<file path="src/rtl/count_pkg.sv">
// ============================================================================
// Module      : count_pkg
// Description : Shared definitions for the 4-bit count stage and its command
//               sequencer: counting-mode encodings and FSM state encoding.
// Revision    : 1.0 - initial release
// ----------------------------------------------------------------------------
// Ports       : none (package)
// ============================================================================
`default_nettype none

package count_pkg;

  typedef logic [1:0] modo_t;

  // Counting modes understood by the count stage.
  localparam modo_t PLUSONE    = 2'b00;
  localparam modo_t MINUSONE   = 2'b01;
  localparam modo_t MINUSTHREE = 2'b10;
  localparam modo_t LOAD       = 2'b11;

  // Sequencer FSM encoding.
  localparam logic [0:0] IDLE = 1'b0;
  localparam logic [0:0] RUN  = 1'b1;

endpackage

`default_nettype wire

</file>
<file path="src/rtl/count_seq_if.sv">
// ============================================================================
// Module      : count_seq_if
// Description : Command channel of the count sequencer (valid/ready handshake
//               carrying mode, load value and cycle count).
// Revision    : 1.0 - initial release
// ----------------------------------------------------------------------------
// Signals     : cmd_valid  command present (master -> slave)
//               cmd_ready  slave can accept (slave -> master)
//               cmd_modo   counting mode
//               cmd_d      load value
//               cmd_len    enabled-cycle count, 0 encodes 2^LEN_W
// ============================================================================
`default_nettype none

interface count_seq_if
  import count_pkg::*;
#(
  parameter int LEN_W = 4
);

  logic             cmd_valid;
  logic             cmd_ready;
  modo_t            cmd_modo;
  logic [3:0]       cmd_d;
  logic [LEN_W-1:0] cmd_len;

  modport master (
    output cmd_valid,
    output cmd_modo,
    output cmd_d,
    output cmd_len,
    input  cmd_ready
  );

  modport slave (
    input  cmd_valid,
    input  cmd_modo,
    input  cmd_d,
    input  cmd_len,
    output cmd_ready
  );

endinterface

`default_nettype wire

</file>
<file path="src/rtl/count_seq_fifo.sv">
// ============================================================================
// Module      : count_seq_fifo
// Description : Synchronous FIFO for queued sequencer commands. Full/empty
//               come from read/write pointers one bit wider than the address.
// Revision    : 1.0 - initial release
// ----------------------------------------------------------------------------
// Ports       : clk      clock, rising edge
//               reset    asynchronous active-low reset (empties the FIFO)
//               push_i   write wr_data_i (ignored when full)
//               wr_data_i
//               pop_i    advance read pointer (ignored when empty)
//               rd_data_o head entry
//               full_o / empty_o
// ============================================================================
`default_nettype none

module count_seq_fifo #(
  parameter int WIDTH = 10,
  parameter int DEPTH = 4
) (
  input  wire logic             clk,
  input  wire logic             reset,
  input  wire logic             push_i,
  input  wire logic [WIDTH-1:0] wr_data_i,
  input  wire logic             pop_i,
  output logic      [WIDTH-1:0] rd_data_o,
  output logic                  full_o,
  output logic                  empty_o
);

  localparam int AW = $clog2(DEPTH);

  logic [WIDTH-1:0] mem_q [DEPTH];
  logic [AW:0]      wr_ptr_q;
  logic [AW:0]      rd_ptr_q;
  logic             w_do_push;
  logic             w_do_pop;

  // Same address with differing wrap bits means the writer is a lap ahead.
  assign full_o    = (wr_ptr_q[AW] != rd_ptr_q[AW]) &&
                     (wr_ptr_q[AW-1:0] == rd_ptr_q[AW-1:0]);
  assign empty_o   = (wr_ptr_q == rd_ptr_q);
  assign w_do_push = push_i && !full_o;
  assign w_do_pop  = pop_i && !empty_o;
  assign rd_data_o = mem_q[rd_ptr_q[AW-1:0]];

  always_ff @(posedge clk or negedge reset) begin
    if (!reset) begin
      wr_ptr_q <= '0;
      rd_ptr_q <= '0;
    end else begin
      if (w_do_push) wr_ptr_q <= wr_ptr_q + 1'b1;
      if (w_do_pop)  rd_ptr_q <= rd_ptr_q + 1'b1;
    end
  end

  // Storage needs no reset: entries are only read after being written.
  always_ff @(posedge clk) begin
    if (w_do_push) mem_q[wr_ptr_q[AW-1:0]] <= wr_data_i;
  end

endmodule

`default_nettype wire

</file>
<file path="src/rtl/count_seq.sv">
// ============================================================================
// Module      : count_seq
// Description : Command sequencer feeding the 4-bit count stage. Buffers
//               {modo, D, len} commands and drives enable/modo/D so each one
//               runs for exactly len enabled edges, back-to-back, with pause.
// Revision    : 1.0 - initial release
// ----------------------------------------------------------------------------
// Ports       : clk     clock, rising edge
//               reset   asynchronous active-low reset
//               cmd     command channel (slave side of count_seq_if)
//               pause   suspends issue; counter holds its value
//               enable  to count.enable
//               modo    to count.modo
//               D       to count.D
//               busy    a command is executing
//               done    one-cycle pulse when a command completes
// ============================================================================
`default_nettype none

module count_seq
  import count_pkg::*;
#(
  parameter int DEPTH = 4,
  parameter int LEN_W = 4
) (
  input  wire logic   clk,
  input  wire logic   reset,
  count_seq_if.slave  cmd,
  input  wire logic   pause,
  output logic        enable,
  output modo_t       modo,
  output logic [3:0]  D,
  output logic        busy,
  output logic        done
);

  localparam int              FW       = 6 + LEN_W;
  localparam logic [LEN_W:0]  REM_ONE  = (LEN_W+1)'(1);
  localparam logic [LEN_W:0]  REM_FULL = {1'b1, {LEN_W{1'b0}}};

  logic [0:0]     state_q, state_d;
  logic [LEN_W:0] rem_q, rem_d;
  logic           enable_q, enable_d;
  modo_t          modo_q, modo_d;
  logic [3:0]     d_q, d_d;
  logic           done_q, done_d;

  logic           w_full;
  logic           w_empty;
  logic           w_push;
  logic           w_pop;
  logic [FW-1:0]  w_head;
  modo_t          w_head_modo;
  logic [3:0]     w_head_d;
  logic [LEN_W-1:0] w_head_len;
  logic [LEN_W:0] w_head_rem;
  logic [LEN_W:0] w_rem_after;

  // ---------------------------------------------------------------- FIFO
  assign cmd.cmd_ready = !w_full;
  assign w_push        = cmd.cmd_valid && !w_full;

  count_seq_fifo #(
    .WIDTH (FW),
    .DEPTH (DEPTH)
  ) u_fifo (
    .clk       (clk),
    .reset     (reset),
    .push_i    (w_push),
    .wr_data_i ({cmd.cmd_modo, cmd.cmd_d, cmd.cmd_len}),
    .pop_i     (w_pop),
    .rd_data_o (w_head),
    .full_o    (w_full),
    .empty_o   (w_empty)
  );

  assign w_head_modo = w_head[FW-1 -: 2];
  assign w_head_d    = w_head[LEN_W +: 4];
  assign w_head_len  = w_head[LEN_W-1:0];
  // A zero length field stands for the full 2^LEN_W cycles.
  assign w_head_rem  = (w_head_len == '0) ? REM_FULL : {1'b0, w_head_len};

  // The edge being evaluated consumes one cycle only if enable is high now.
  assign w_rem_after = enable_q ? (rem_q - REM_ONE) : rem_q;

  // ---------------------------------------------------------------- FSM
  always_comb begin
    state_d  = state_q;
    rem_d    = w_rem_after;
    enable_d = enable_q;
    modo_d   = modo_q;
    d_d      = d_q;
    done_d   = 1'b0;
    w_pop    = 1'b0;

    case (state_q)
      IDLE: begin
        if (!w_empty) begin
          w_pop    = 1'b1;
          state_d  = RUN;
          rem_d    = w_head_rem;
          modo_d   = w_head_modo;
          d_d      = w_head_d;
          enable_d = !pause;
        end else begin
          enable_d = 1'b0;
        end
      end
      RUN: begin
        if (w_rem_after != '0) begin
          enable_d = !pause;
        end else begin
          done_d = 1'b1;
          // Chain straight into the next command so enable has no bubble.
          if (!w_empty) begin
            w_pop    = 1'b1;
            rem_d    = w_head_rem;
            modo_d   = w_head_modo;
            d_d      = w_head_d;
            enable_d = !pause;
          end else begin
            state_d  = IDLE;
            enable_d = 1'b0;
          end
        end
      end
      default: begin
        state_d  = IDLE;
        enable_d = 1'b0;
      end
    endcase
  end

  always_ff @(posedge clk or negedge reset) begin
    if (!reset) begin
      state_q  <= IDLE;
      rem_q    <= '0;
      enable_q <= 1'b0;
      modo_q   <= PLUSONE;
      d_q      <= 4'h0;
      done_q   <= 1'b0;
    end else begin
      state_q  <= state_d;
      rem_q    <= rem_d;
      enable_q <= enable_d;
      modo_q   <= modo_d;
      d_q      <= d_d;
      done_q   <= done_d;
    end
  end

  assign enable = enable_q;
  assign modo   = modo_q;
  assign D      = d_q;
  assign busy   = (state_q == RUN);
  assign done   = done_q;

endmodule

`default_nettype wire

</file>
<file path="src/flat_wrapper.sv">
// flat-port wrapper written by rule: the top's interface ports become plain ports
module count_seq_flat import count_pkg::*;
#(
  parameter int DEPTH = 4,
  parameter int LEN_W = 4
)
  (clk, reset, pause, enable, modo, D, busy, done, cmd_cmd_valid, cmd_cmd_modo, cmd_cmd_d, cmd_cmd_len, cmd_cmd_ready);
  count_seq_if #(.LEN_W(LEN_W)) cmd_i ();
  input  wire logic clk;
  input  wire logic reset;
  input  wire logic pause;
  output logic enable;
  output modo_t modo;
  output logic [3:0] D;
  output logic busy;
  output logic done;
  input wire logic [$bits(cmd_i.cmd_valid)-1:0] cmd_cmd_valid;
  input wire logic [$bits(cmd_i.cmd_modo)-1:0] cmd_cmd_modo;
  input wire logic [$bits(cmd_i.cmd_d)-1:0] cmd_cmd_d;
  input wire logic [$bits(cmd_i.cmd_len)-1:0] cmd_cmd_len;
  output wire logic [$bits(cmd_i.cmd_ready)-1:0] cmd_cmd_ready;
  assign cmd_i.cmd_valid = cmd_cmd_valid;
  assign cmd_i.cmd_modo = cmd_cmd_modo;
  assign cmd_i.cmd_d = cmd_cmd_d;
  assign cmd_i.cmd_len = cmd_cmd_len;
  assign cmd_cmd_ready = cmd_i.cmd_ready;
  count_seq #(.DEPTH(DEPTH), .LEN_W(LEN_W)) u_core (.clk(clk), .reset(reset), .cmd(cmd_i), .pause(pause), .enable(enable), .modo(modo), .D(D), .busy(busy), .done(done));
endmodule
</file>
<file path="config.mk">
export PLATFORM = sky130hd
export DESIGN_NAME = count_seq_flat
export DESIGN_NICKNAME = d
export VERILOG_FILES = /design/src/rtl/count_pkg.sv /design/src/rtl/count_seq_if.sv /design/src/rtl/count_seq_fifo.sv /design/src/rtl/count_seq.sv /design/src/flat_wrapper.sv
export SDC_FILE = /design/constraint.sdc
export NUM_CORES = 1
export LEC_CHECK = 0
export CORE_UTILIZATION = 40
export CTS_CLUSTER_DIAMETER = 150
export CTS_CLUSTER_SIZE = 12
export DETAILED_ROUTE_END_ITERATION = 10
export HOLD_SLACK_MARGIN = 0.1
export PLACE_DENSITY = 0.63
export SLEW_MARGIN = 30
export SYNTH_ARGS = -nofsm -noshare
export SYNTH_HDL_FRONTEND = slang
export SYNTH_SLANG_ARGS = --single-unit
</file>
<file path="constraint.sdc">
create_clock -name clk -period 2.95 [get_ports clk]
set_input_delay 0.295 -clock clk [delete_from_list [all_inputs] [get_ports clk]]
set_output_delay 0.295 -clock clk [all_outputs]
set_load 0.005 [all_outputs]
</file>
Word level (Yosys, flattened, before mapping). Memories as Yosys holds them, arrays and structs flattened. Cells that the tools add are included.

Register bits after elaboration: 20. Bits in latches: 0. Memory bits (writable): 40. Bits in read-only memories: 0. Bits of input ports: 14. Output and inout port bits: 10. Word-level logic and storage cells: 49. Memories kept: 1.

Memories: u_core.u_fifo.mem_q (words 4, bits a word 10, rd ports 1, clocked after Yosys merged registers in 0, write ports 1, RTL line count_seq_fifo.sv:33) `logic [WIDTH-1:0] mem_q [DEPTH];`.

$add $sub $neg: 3. Multiply operators: 0. Div/mod/pow operators: 0. Magnitude comparators: 0. Equal/unequal tests: 4. Shift operators: 0. Muxes and demuxes: 23. Bitwise logic cells: 1. Reductions and logical operators: 9.

Operators by type and width (number): 5-bit two-way mux (4); 5-bit one-hot mux with 2 select lines (1); 1-bit two-way mux (9); 4-bit two-way mux (2); 4-bit one-hot mux with 2 select lines (1); 3-bit by 1-bit adder with 3-bit output, second input constant (2); 1-bit one-hot mux with 2 select lines (3); 5-bit nonzero test (1); 5-bit by 1-bit subtractor with 5-bit output, second input constant (1); 1-bit logical AND (4); 4-bit zero test (1); 2-bit two-way mux (2); 2-bit one-hot mux with 2 select lines (1); 3-bit == test (1); 1-bit zero test (3); 2-bit == test (1); 2-bit != test, second input constant (1); 1-bit != test (1); 1-bit NOT (1).

Longest topological paths before layout.
Word-level depth: 7. Gate-level depth with buffers: 8. Mapped depth without buffers: 7.

By module. From an unflattened synthesis, not the netlist that was laid out.

Cell total of the unflattened synthesis: 157. Area, all modules: 2665.1 sq um.

Modules (own cells, without submodules): count_seq_fifo (times used 1, cells each 103, area each 1934.4 sq um, sequential area each 1351.3 sq um); count_seq (times used 1, cells each 54, area each 730.7 sq um, sequential area each 350.3 sq um).

Worst setup path before layout. OpenSTA, ideal clock, no wires.

Path type: reg-to-reg. From: register u_core.rem_q[0]. To: register u_core.d_q[1], in the netlist u_core.D[1]. Setup time: 125 ps. Arrival time: 2069 ps. Data required time: 2825 ps. Slack: 756 ps. Cell stages (with the launch flop): 8. Path buffers: 1. Clock period less this slack: 2194 ps. Cells stage by stage: dfrtp_1 -> inv_1 -> ha_1 -> nor4bb_1 -> xor2_1 -> o41a_4 -> buf_6 -> mux2_4.

Longest elaborated chain between the ends: 4.

RTL lines: start, declared (RTL line count_seq.sv:42) `logic [LEN_W:0] rem_q, rem_d;`; start signal, assigned (RTL line count_seq.sv:144) `rem_q <= rem_d;`; 5-bit by 1-bit subtractor with 5-bit output (RTL line count_seq.sv:84) `assign w_rem_after = enable_q ? (rem_q - REM_ONE) : rem_q;`; 5-bit two-way mux (*) (RTL line count_seq.sv:84); 5-bit nonzero test (*) (RTL line count_seq.sv:110) `if (w_rem_after != '0) begin`; 2-bit != test (no source line) (*); end signal, assigned (RTL line count_seq.sv:140) `d_q <= 4'h0;`; end signal, assigned (RTL line count_seq.sv:147) `d_q <= d_d;`; end, declared (RTL line count_seq.sv:45) `logic [3:0] d_q, d_d;`.

Every way passes the cells marked *; elsewhere a longest branch is shown, timed or not. A chain may end at the register's enable or synchronous reset.

Final worst setup path.
From: register u_core.rem_q[0]. To: register u_core.u_fifo.rd_ptr_q[1].

Longest elaborated chain between the ends: 6.

RTL lines: 5-bit by 1-bit subtractor with 5-bit output (RTL line count_seq.sv:84); 5-bit two-way mux (*) (RTL line count_seq.sv:84); 5-bit nonzero test (*) (RTL line count_seq.sv:110); 1-bit two-way mux (*) (RTL line count_seq.sv:110); 1-bit one-hot mux with 2 select lines (*) (RTL line count_seq.sv:96) `case (state_q)`; 1-bit logical AND (*) (RTL line count_seq_fifo.sv:44) `assign w_do_pop = pop_i && !empty_o;`; end signal, assigned (RTL line count_seq_fifo.sv:53) `if (w_do_pop) rd_ptr_q <= rd_ptr_q + 1'b1;`; end, declared (RTL line count_seq_fifo.sv:35) `logic [AW:0] rd_ptr_q;`.

Marks and branches as above.

==> metrics.md <==
| Metric | Value |
|---|---|
| Number of max-cap violations | `0` |
| Hold Fails Final Rpt | `0` |
| Count of pins over their slew limit | `0` |
| Source-to-sink clock delay at the later pin of the worst-skew pair | `0.33 ns` |
| Wire length of the first global-routing pass | `6.962 mm` |
| Part of the cycle the worst path needs | `0.7846` |
| Worst IR drop on VDD | `0.0004346 V` |
| Master cell of the clock root buffer | `sky130_fd_sc_hd__clkbuf_8` |
| TritonCTS clock tree | `yes` |
| Iteration-0 DRC count of the detailed router | `96` |
| Actual slew at the worst max-slew pin | `0.6298 ns` |
| Number of buffers on the longest clock path | `2` |
| Ranking of synthesized cells by area | `sky130_fd_sc_hd__edfxtp_1 48%, sky130_fd_sc_hd__dfrtp_1 20%, sky130_fd_sc_hd__mux4_2 9.1%, sky130_fd_sc_hd__ha_1 3.0%, sky130_fd_sc_hd__xor2_1 2.8%` |
| Setup repair after global routing missed its margin | `no` |
| Detailed Place HPWL | `2.919 mm` |
| Average instance area after synthesis | `17.61 sq um` |
| Leak Pwr | `1.139 nW` |
| Summed instance area of the synthesized netlist | `2484 sq um` |
| Share of the core filled with cells in the final layout | `0.5002` |
| Clk pin slew, worst setup/hold paths | `roughly 0.060 ns` |
| EDFF count, synth | `40` |
| Instance count on the critical path | `6` |
| Slew margin rel. | `0.5801` |
| Count of nets after finishing | `194` |
| Arrival @ worst endpoint | `around 2.5 ns` |
| Maximum number of pins on one net before global-route repair | `21` |
| Capturing element type of the critical path | `flop` |
| Final wirelength | `4.286 mm` |
| Critical path, cell by cell | `inv_1, ha_1, nor4bb_1, xor2_1, o41a_4, mux2_4` |
| Via count normalized by instance count | `5.071` |
| Prevailing post-synth register cell | `sky130_fd_sc_hd__edfxtp_1` |
| Final critical-path required period | `2.315 ns` |
| Initial antenna violation count | `0` |
| Die Outline Area | `~6500 sq um` |
| Cell variety after synth | `27` |
| Top delay family on crit path | `compound AO/OA/AOI/OAI gates` |
| Vias in the first global route | `1432` |
| Area growth from synthesis to final layout | `19.95%` |
| Synthesized instance count | `141` |
| Vert. Die Dim | `80.80 um` |
| Level count of the clock H-tree | `3` |
| R2R depth | `6` |
| Horizontal die dimension | `80.80 um` |
| Number of buffer cells added on primary ports | `23` |
| Critical setup path kind | `reg2reg` |
| Initial Util | `0.4170` |
| Post-synth ARST share | `0.3333` |
| Count leader, synth | `sky130_fd_sc_hd__edfxtp_1` |
| Number of iterations in the first detailed-routing pass | `4` |
| Fraction of layout instances using a drive strength above 1 | `0.2011` |
| Post-synth top area share | `0.4836` |
| Slowest stage cell on the critical path | `sky130_fd_sc_hd__o41a_4` |
| Max incr delay on CP | `0.57 ns` |
| Setup_tns | `0 ns` |
| Post-synthesis register bit count | `60` |
| Average wire length per cell after detail routing | `16.87 um` |
| Setup-failing EPs final | `0` |
| Number of cells upsized or downsized after cts | `0` |
| GP Congestion | `between 0.7 and 0.8` |
| Hold crit path type | `in2async` |
| Routed via count | `1288` |
| Result of the run | `complete, no violations` |
| Critical path peak fanout | `14` |
| Type of element launching the critical path | `flop` |
| Yosys warnings | `0` |
| Maximum clock frequency | `0.4320 GHz` |
| Overall routing resource usage | `0.1552` |
| Register area share after synthesis | `0.6851` |
| Most frequent cells after synthesis | `40 x sky130_fd_sc_hd__edfxtp_1, 20 x sky130_fd_sc_hd__dfrtp_1, 10 x sky130_fd_sc_hd__inv_1, 10 x sky130_fd_sc_hd__mux4_2, 8 x sky130_fd_sc_hd__xor2_1` |
| Nets in the synthesized netlist | `between 150 and 200` |
| Setup skew after layout | `0.007068 ns` |
| Post-detailed-route DRC marker count | `0` |
| Synth area leader | `sky130_fd_sc_hd__edfxtp_1` |
| Post-CTS Setup Repair Bufs | `0` |
| Placeable core area | `5956 sq um` |
| Clock Sink Count | `60` |
| Number of CTS-inserted buffers | `9` |
| Number of fillers in the final layout | `514` |
| I/O Pins | `24` |
| Ant. Diodes | `0` |
| Row count | `28` |
| Hold-fix buffers at CTS | `0` |
| Worst path required time | `3.16 ns` |
| Buffers and inverters on the worst path | `1` |
| PD cells | `999.5 nW/um^2` |
| Antenna Nets Post-Route | `0` |
| Grt total ovfl | `0` |
-- final timing paths --
kind | slack, ns | endpoint | startpoint
setup reg to reg | 0.64 | u_core.u_fifo.rd_ptr_q[1]$_DFFE_PN0P_ | u_core.rem_q[0]$_DFF_PN0_
min in group clk | 0.49 | u_core.u_fifo.wr_ptr_q[2]$_DFFE_PN0P_ | u_core.u_fifo.wr_ptr_q[2]$_DFFE_PN0P_
hold / removal | 0.45 | u_core.busy$_DFF_PN0_ | reset
max in group asynchronous | 2.18 | u_core.rem_q[3]$_DFF_PN0_ | reset
hold reg to reg | 0.49 | u_core.u_fifo.wr_ptr_q[2]$_DFFE_PN0P_ | u_core.u_fifo.wr_ptr_q[2]$_DFFE_PN0P_
setup / recovery | 0.64 | u_core.u_fifo.rd_ptr_q[1]$_DFFE_PN0P_ | u_core.rem_q[0]$_DFF_PN0_
-- through the flow --
stage | worst slack, ns | instances | hold WS, ns | area [sq um] | power [mW]
3_5_place_dp | 0.6880 | 237 | 0.4822 | 2791 | 2.333
4_1_cts | 0.6568 | 253 | 0.4857 | 2974 | 3.013
5_1_grt | 0.4569 | 254 | 0.4918 | 2979 | 3.160
6_report | 0.6354 | 254 | 0.4511 | 2979 | 2.978
2_1_floorplan | 0.7562 | 141 | -0.0005911 | 2484 | 1.969
3_3_place_gp | 0.7405 | 237 | 0.4764 | 2791 | 2.279
-- placed cells by master, fill, tap and decap left out, types with 2 or more instances in the layout --
master                            instances
sky130_fd_sc_hd__and3_1                   4
sky130_fd_sc_hd__buf_4                    2
sky130_fd_sc_hd__clkbuf_8                 9
sky130_fd_sc_hd__clkdlybuf4s50_1         22
sky130_fd_sc_hd__clkinv_1                 2
sky130_fd_sc_hd__clkinv_2                 2
sky130_fd_sc_hd__dfrtp_1                 20
sky130_fd_sc_hd__edfxtp_1                40
sky130_fd_sc_hd__ha_1                     6
sky130_fd_sc_hd__inv_1                   10
sky130_fd_sc_hd__mux2_2                   5
sky130_fd_sc_hd__mux2_4                   3
sky130_fd_sc_hd__mux4_2                  10
sky130_fd_sc_hd__nand2_1                  6
sky130_fd_sc_hd__nor2_1                   3
sky130_fd_sc_hd__nor4_1                   2
sky130_fd_sc_hd__o21ai_0                  3
sky130_fd_sc_hd__o22ai_1                  3
sky130_fd_sc_hd__o31ai_1                  2
sky130_fd_sc_hd__xnor2_1                  4
sky130_fd_sc_hd__xor2_1                   8
-- flip-flops by register name (all words and copies together), names as in the netlist --
| signal | flops |
|---|---|
| u_core.u_fifo.mem_q | 40 |
| u_core.rem_q | 5 |
| u_core.D | 4 |
| u_core.u_fifo.rd_ptr_q | 3 |
| u_core.u_fifo.wr_ptr_q | 3 |
| u_core.modo | 2 |
| u_core.busy | 1 |
| u_core.done | 1 |
| u_core.enable | 1 |
-- where the power goes --
part	internal (mW)	switching (mW)	total [mW]
logic	0.503	0.485	0.989
registers	1.16	0.148	1.31
clock network	0.381	0.295	0.676
-- final cells by class --
type / instances / area [sq um] / share of cell area
flip-flops and latches: 60 / 1702 / 0.5712
multi-input cells: 67 / 713.2 / 0.2394
repair buffers: 26 / 250.2 / 0.08400
clock buffers: 10 / 127.6 / 0.04284
well taps: 75 / 93.84 / 0.03150
clock inverters: 6 / 55.05 / 0.01848
inverters: 10 / 37.54 / 0.01260
-- kinds of logic (layout without fill, tap and decap cells) --
| kind of cell | count (synthesis) | after routing | share of synthesized area |
|---|---|---|---|
| fa+ha+maj | 6 | 6 | 0.03023 |
| compound gates | 11 | 11 | 0.03375 |
| mux | 18 | 18 | 0.1315 |
| flops | 60 | 60 | 0.6851 |
| xor+xnor | 12 | 12 | 0.04232 |
| simple gates | 20 | 20 | 0.04937 |
| buf+inv | 14 | 52 | 0.02771 |
-- metal layers --
metal  global-route usage  vias up  routed length (um)
li1                     -      605                   -
met5                    0        -                   0
met3              0.04045        9                 142
met1               0.1920      647                1938
met4              0.09107        0                  88
met2               0.2466       27                2116
Power figures use the tool's default switching activity.
